[src/rtl/icache.sv]
// ---------------------------------------------------------------------------
// icache -- direct-mapped, one-word-per-frame instruction cache.
//
// Sits between the datapath instruction port and the memory-side read port.
// A hit is answered combinationally in the same cycle. A miss latches the
// word address, enters FETCH, and holds ram_iREN/ram_iaddr until the memory
// drops ram_iwait. The returned word is then written into the frame and the
// cache goes back to IDLE, where the current request is evaluated again.
//
// Parameters
//   NSETS    number of frames (power of two, 2..256)
//   PC_INIT  first fetch address after reset; informational only
//
// Ports
//   CLK, RST     rising-edge clock, synchronous active-high reset
//   dp_imemREN   datapath read request
//   dp_imemaddr  datapath byte address (bits [1:0] ignored)
//   dp_ihit      dp_imemload holds the requested word this cycle
//   dp_imemload  instruction word (zero when dp_ihit is low)
//   ram_iREN     memory read request (high for every FETCH cycle)
//   ram_iaddr    word-aligned miss address (zero in IDLE)
//   ram_iwait    memory busy
//   ram_iload    memory read data
//   hit_count    saturating count of IDLE hit cycles
//   miss_count   saturating count of IDLE->FETCH transitions
// ---------------------------------------------------------------------------
module icache #(
  parameter int unsigned NSETS   = 16,
  parameter logic [31:0] PC_INIT = '0
) (
  input  logic        CLK,
  input  logic        RST,
  input  logic        dp_imemREN,
  input  logic [31:0] dp_imemaddr,
  output logic        dp_ihit,
  output logic [31:0] dp_imemload,
  output logic        ram_iREN,
  output logic [31:0] ram_iaddr,
  input  logic        ram_iwait,
  input  logic [31:0] ram_iload,
  output logic [31:0] hit_count,
  output logic [31:0] miss_count
);

  localparam int unsigned IDX_W = $clog2(NSETS);
  localparam int unsigned TAG_W = 30 - IDX_W;

  typedef enum logic {IDLE, FETCH} state_t;

  state_t            state;
  logic [NSETS-1:0]  valid;
  logic [TAG_W-1:0]  tag_mem  [NSETS];
  logic [31:0]       data_mem [NSETS];
  logic [29:0]       miss_waddr;

  logic [IDX_W-1:0]  req_idx;
  logic [TAG_W-1:0]  req_tag;
  logic [IDX_W-1:0]  miss_idx;
  logic [TAG_W-1:0]  miss_tag;
  logic              hit;
  logic              miss;
  logic              fill;
  logic              unused_addr_lsbs;

  assign req_idx  = dp_imemaddr[2 +: IDX_W];
  assign req_tag  = dp_imemaddr[31 -: TAG_W];
  assign miss_idx = miss_waddr[IDX_W-1:0];
  assign miss_tag = miss_waddr[29 -: TAG_W];

  assign unused_addr_lsbs = ^dp_imemaddr[1:0];

  // valid gates the comparison so uninitialised tags never produce a hit.
  assign hit  = (state == IDLE) && dp_imemREN && valid[req_idx] &&
                (tag_mem[req_idx] == req_tag);
  assign miss = (state == IDLE) && dp_imemREN && !hit;
  assign fill = (state == FETCH) && !ram_iwait;

  assign dp_ihit     = hit;
  assign dp_imemload = hit ? data_mem[req_idx] : '0;
  assign ram_iREN    = (state == FETCH);
  assign ram_iaddr   = (state == FETCH) ? {miss_waddr, 2'b00} : '0;

  always_ff @(posedge CLK) begin
    if (RST) begin
      state      <= IDLE;
      valid      <= '0;
      miss_waddr <= '0;
      hit_count  <= '0;
      miss_count <= '0;
    end else begin
      case (state)
        IDLE: begin
          if (hit && (hit_count != '1))
            hit_count <= hit_count + 32'd1;
          if (miss) begin
            miss_waddr <= dp_imemaddr[31:2];
            state      <= FETCH;
            if (miss_count != '1)
              miss_count <= miss_count + 32'd1;
          end
        end
        FETCH: begin
          // Datapath redirects are ignored here; the fill always completes.
          if (!ram_iwait) begin
            valid[miss_idx] <= 1'b1;
            state           <= IDLE;
          end
        end
        default: state <= IDLE;
      endcase
    end
  end

  // Tag/data storage is not reset; a reset during FETCH suppresses the write.
  always_ff @(posedge CLK) begin
    if (!RST && fill) begin
      tag_mem[miss_idx]  <= miss_tag;
      data_mem[miss_idx] <= ram_iload;
    end
  end

endmodule

[config.mk]
export PLATFORM = sky130hd
export DESIGN_NAME = icache
export DESIGN_NICKNAME = d
export VERILOG_FILES = /design/src/rtl/icache.sv
export SDC_FILE = /design/constraint.sdc
export NUM_CORES = 1
export LEC_CHECK = 0
export CORE_MARGIN = 2
export CORE_UTILIZATION = 30
export CTS_BUF_LIST = sky130_fd_sc_hd__clkbuf_16
export DETAILED_ROUTE_END_ITERATION = 7
export MAX_ROUTING_LAYER = met4
export PLACE_DENSITY = 0.45
export SLEW_MARGIN = 20
export SYNTH_ARGS = -nofsm -noshare
export SYNTH_HDL_FRONTEND = slang
export SYNTH_SLANG_ARGS = --single-unit
[constraint.sdc]
create_clock -name CLK -period 4.73 [get_ports CLK]
set_input_delay 0.473 -clock CLK [delete_from_list [all_inputs] [get_ports CLK]]
set_output_delay 0.473 -clock CLK [all_outputs]
set_load 0.005 [all_outputs]
### After elaboration in Yosys (flattened, before gate mapping)

Memories as Yosys holds them, arrays and structs flattened.
Cells that the tools add are included.

| storage, ports and cells | value |
|---|---|
| memories kept | 2 |
| output and inout port bits | 130 |
| flip-flop bits (word level) | 111 |
| memory bits (writable) | 928 |

Memory list:

| name | words | width | rd ports | clocked after memory_dff | write ports | RTL line | source |
|---|---|---|---|---|---|---|---|
| data_mem | 16 | 32 | 1 | 0 | 1 | 53 | `logic [31:0] data_mem [NSETS];` |
| tag_mem | 16 | 26 | 1 | 0 | 1 | 52 | `logic [TAG_W-1:0] tag_mem [NSETS];` |

| operators by class | value |
|---|---|
| add/sub/neg operators | 2 |
| reduce and logical (&&, ||, !) cells | 15 |
| bitwise gates (word level) | 3 |
| mux-type cells | 11 |
| $lt $le $gt $ge | 3 |
| equal/unequal tests | 3 |

Operator list:

| operator | count |
|---|---|
| $add A32 B1 Y32 const B | 2 |
| $mux W32 | 2 |
| $ne A32 B32 Y1 const B | 2 |
| $eq A26 B26 Y1 | 1 |
| $or A16 B16 Y16 | 1 |
| $lt A4 B5 Y1 const B | 2 |
| $logic_and A1 B1 Y1 | 8 |
| $mux W1 | 6 |
| $reduce_and A2 Y1 | 3 |
| $bmux W1 S4 | 1 |
| $demux W1 S4 | 1 |
| $ge A4 B1 Y1 const B | 1 |
| $logic_not A1 Y1 | 3 |
| $reduce_and A3 Y1 | 1 |
| $not A1 Y1 | 2 |
| $pmux W1 S2 | 1 |

### Logic depth before layout (Yosys ltp)

Gate-level depths: netlist of the first run.

| depth | value |
|---|---|
| word-level depth | 8 |
| gate-level depth with buffers | 16 |
| mapped depth without buffers | 10 |

### Least setup slack after synthesis of the first run

OpenSTA, ideal clock, no wires.

| path | value |
|---|---|
| kind | input-to-reg |
| start point | in RST |
| end point | mem data_mem[10][0] (enable) |
| arrival | 3.627 ns |
| required time | 4.256 ns |
| cell stages on the path | 5 |
| slack | 0.629 ns |
| path buffers | 2 |
| cell sequence | clkbuf_1 nor4bb_1 nand2b_1 clkbuf_1 nor2_1 |

| on the way | value |
|---|---|
| word-level cells in the longest chain between the ends | 4 |

Ends and longest elaborated chain:

| item | RTL line | source |
|---|---|---|
| from (decl) | 32 | `input logic RST,` |
| $logic_not A1 Y1 | 116 | `if (!RST && fill) begin` |
| $logic_and A1 B1 Y1 | 116 |  |
| $mux W1 | 116 |  |
| $mux W1 (not written as such) | 118 | `data_mem[miss_idx] <= ram_iload;` |
| to (decl) | 53 |  |

No other way between the ends.

### Worst setup path after layout of the first run

| path | value |
|---|---|
| start point | mem tag_mem[13][18] (netlist bit) |
| end point | out dp_imemload[6] |

| on the way | value |
|---|---|
| word-level cells in the longest chain between the ends | 4 |

Ends and longest elaborated chain:

| item | RTL line | source |
|---|---|---|
| from (decl) | 52 |  |
| $mem_v2 Z16 W26 | -- |  |
| $eq A26 B26 Y1 | 74 | `(tag_mem[req_idx] == req_tag);` |
| $logic_and A1 B1 Y1 | 73 | `assign hit = (state == IDLE) && dp_imemREN && valid[req_idx] &&` |
| $mux W32 | 79 | `assign dp_imemload = hit ? data_mem[req_idx] : '0;` |
| to (decl) | 36 | `output logic [31:0] dp_imemload,` |

No other way between the ends.

==> results of run 1 <==
[sequential cells by signal, indices dropped and copies added (netlist names)]
name and flops:
data_mem 512, hit_count 32, miss_count 32, miss_waddr 30
ram_iREN 1, tag_mem 416, valid 16
[report_power, final]
part	switching (µW)	internal [µW]	total, µW
clock network	3700	5020	8720
logic	502	422	923
registers	80.8	10000	10100
total	4290	15500	19800
[critical path, cell delays in order (launching register included)]
cell and delay [ns]:
edfxtp_1 0.38, mux4_2 0.48, mux2i_1 0.14, mux2i_1 0.11
xor2_1 0.19, a2111oi_4 0.35, buf_4 0.16, nand4_1 0.08
buf_6 0.17, or3_4 0.45, inv_12 0.14, clkbuf_16 0.18
buf_6 0.12, and2_1 0.11, dlygate4sd2_1 0.23
[layout make-up]
type	instances	area share
Clock inverter	92	0.0162
Sequential cell	1039	0.596
Clock buffer	115	0.0570
Multi-Input combinational cell	995	0.217
Antenna cell	9	0.000446
Inverter	29	0.00246
Timing Repair Buffer	311	0.0663
Tap cell	1794	0.0445
[worst max-delay path by stage]
stage	start	endpoint	cells past startpoint
2_1_floorplan	RST	data_mem[10][0]	5
5_1_grt	tag_mem[13][18]	dp_imemload[20]	16
6_report	tag_mem[13][18]	dp_imemload[6]	14
3_3_place_gp	dp_imemaddr[2]	dp_imemload[10]	13
3_5_place_dp	dp_imemaddr[4]	dp_imemload[7]	15
4_1_cts	tag_mem[8][22]	dp_imemload[13]	10
[cell usage in the layout, fill, tap and decap left out, drive strengths merged, types with 11 or more instances in the layout]
| cell | instances |
|---|---|
| nand4 | 20 |
| mux2 | 50 |
| nor4 | 13 |
| and2 | 69 |
| dfxtp | 111 |
| nor3 | 25 |
| buf | 120 |
| mux4 | 243 |
| clkdlybuf4s50 | 155 |
| nor2 | 93 |
| a21oi | 26 |
| or4 | 12 |
| edfxtp | 928 |
| nand2b | 11 |
| mux2i | 108 |
| o22ai | 20 |
| nand2 | 44 |
| o31ai | 15 |
| nor2b | 35 |
| and3 | 30 |
| o21ai | 17 |
| nand3 | 35 |
| xor2 | 21 |
| clkbuf | 122 |
| bufinv | 11 |
| inv | 64 |
| clkinv | 42 |
| dlymetal6s2s | 27 |
[per-stage QoR]
step	power [µW]	instance area (µm²)
CTS	20000	50300
floorplan	10800	41500
finish	19800	50400
global route	20500	50400
global placement	11200	46400
detailed placement	11200	46400
[repair_timing]
action                     CTS  global route
gates resized for setup     29            41
hold buffers                 0             0
setup endpoints to repair   33            27
pin swaps                    6             5
setup buffers                1            10
gates cloned                 2             1
[routing by layer]
layer,share of wire,track usage
met5,0,-
met4,0.018,0.0421
met3,0.042,0.0262
met2,0.49,0.259
met1,0.45,0.219
[cell families after synthesis]
family	synth area share
flops	0.725
simple gates	0.0551
mux	0.171
buf+inv	0.0174
compound gates	0.0244
xor+xnor	0.00612
fa+ha+maj	0.000603
other cells	0.0000903
==> key figures, run 1 <==
Status
  – Run status: finished clean

Floorplan
  – Die X: 376 µm
  – Row count: 136
  – Die height: 376 µm
  – Core area: 137000 µm²
  – Starting Density: 0.302
  – Die area: 141000 µm²
  – I/O Pins: 198

Setup path
  – Cell count of the worst reg-to-reg path: 12
  – CP Class: reg -> out
  – Element type at the critical path start: register
  – Crit Path Max Fanout: 5
  – FF-to-FF Start: tag_mem[13][18]
  – Worst EP required: 4.26 ns
  – Flop-to-flop setup slack: 0.96 ns
  – Crit path DAT: 4.07 ns
  – CP Capture Type: output port
  – Crit Reg-Reg Endpoint: hit_count[11]

Synthesis
  – Post-Synthesis Cells: 2187
  – Netlist cell types: 72
  – Post-synth EDFFs: 928
  – Post-synth top flop: edfxtp_1
  – Top post-synthesis cells by count: edfxtp_1, mux4_2, dfxtp_1, mux2i_1, nor2_1
  – Synth Register Bits: 1039
  – Sequential fraction of the synthesis area: 0.725
  – Synth warn: 0
  – Synth Area per Inst: 19.0 µm²
  – Count leader, synth: edfxtp_1
  – Share of the synthesized area in the top cell type: 0.671
  – Yosys top cell by area: edfxtp_1
  – Area contributors post-synth: edfxtp_1, mux4_2, dfxtp_1
  – Synth Cell Area: 41500 µm²
  – Async SR Flop Fraction: 0

Clocking
  – CTS root buffer: clkbuf_16
  – Clk_lat worst skew: 0.75 ns
  – Clock buffer depth: 3
  – CTS sink count: 1039
  – CTS tree: built
  – Clk pin slew, worst setup/hold paths: 0.06 ns
  – Total CTS buffers: 115
  – H-Tree Depth: 3

Flow run
  – Max-cap check violation count: 0

Final layout
  – Filler cells: 12600
  – Area Growth Syn to Fin: 21.5%
  – Sequential cell area: 30100 µm²
  – Utilization after layout: 0.367
  – Final cell count without fillers: 4384
  – Layout cells sized above 1: 0.244
  – Layout net count: 2561
  – Area of the multi-input gates: 10900 µm²

Hold path
  – Beginning of the worst hold path: dp_imemaddr[3]
  – Min-Delay Path Depth: 3
  – HP Class: in -> reg
  – Hold endpoint: miss_waddr[1]

Routing
  – Via count of the routed design: 21900
  – Drt pass-1 iters: 7
  – Initial DRC Count: 1727
  – Antenna viol nets, final: 0
  – Residual DRC: 0
  – Vias/cell: 4.99
  – Total routed wirelength: 113000 µm
  – Wire per inst: 25.8 µm

Global routing
  – GRT overflow: 0
  – Largest net degree at the start of global routing: 83
  – Global Route Usage Sum: 0.163
  – First-pass GRT wire length: 162000 µm
  – Vias in the first global route: 22600
  – Initial antenna violation count: 9

Timing
  – Setup TNS: 0 ns
  – Hold violation total from the final report: 0
  – Final period util: 0.959
  – Slew of the pin with the lowest slew margin: 1.03 ns
  – Final setup vio count: 0
  – RSZ-0062 raised after global routing: yes
  – Slew Limit Fails: 0
  – Fmax: 220 MHz
  – Worst Skew: 0.0482 ns
  – Max-slew headroom: 0.310
  – Worst Setup Slack, final: 0.192 ns
  – Tmin final: 4.54 ns
  – Hold_ws: 0.253 ns

Pwr
  – Max VDD drop: 0.344 mV
  – Pleak: 0.0171 µW
  – Power Dens Cells: 392 nW/µm²

Placed design
  – Pre-CTS WS: -0.130 ns
  – # placed instances: 4155
  – Port bufs: 193
  – Post-DP HPWL: 64300 µm
  – Routability cong.: 0.768
No activity file was read; power rests on OpenSTA's default activity.
==> run 2: changes to the inputs <==
CAP_MARGIN = 25   (was not set)
==> results of run 2 <==
No change in the layout: final DEF, timing and power equal those of run 1.
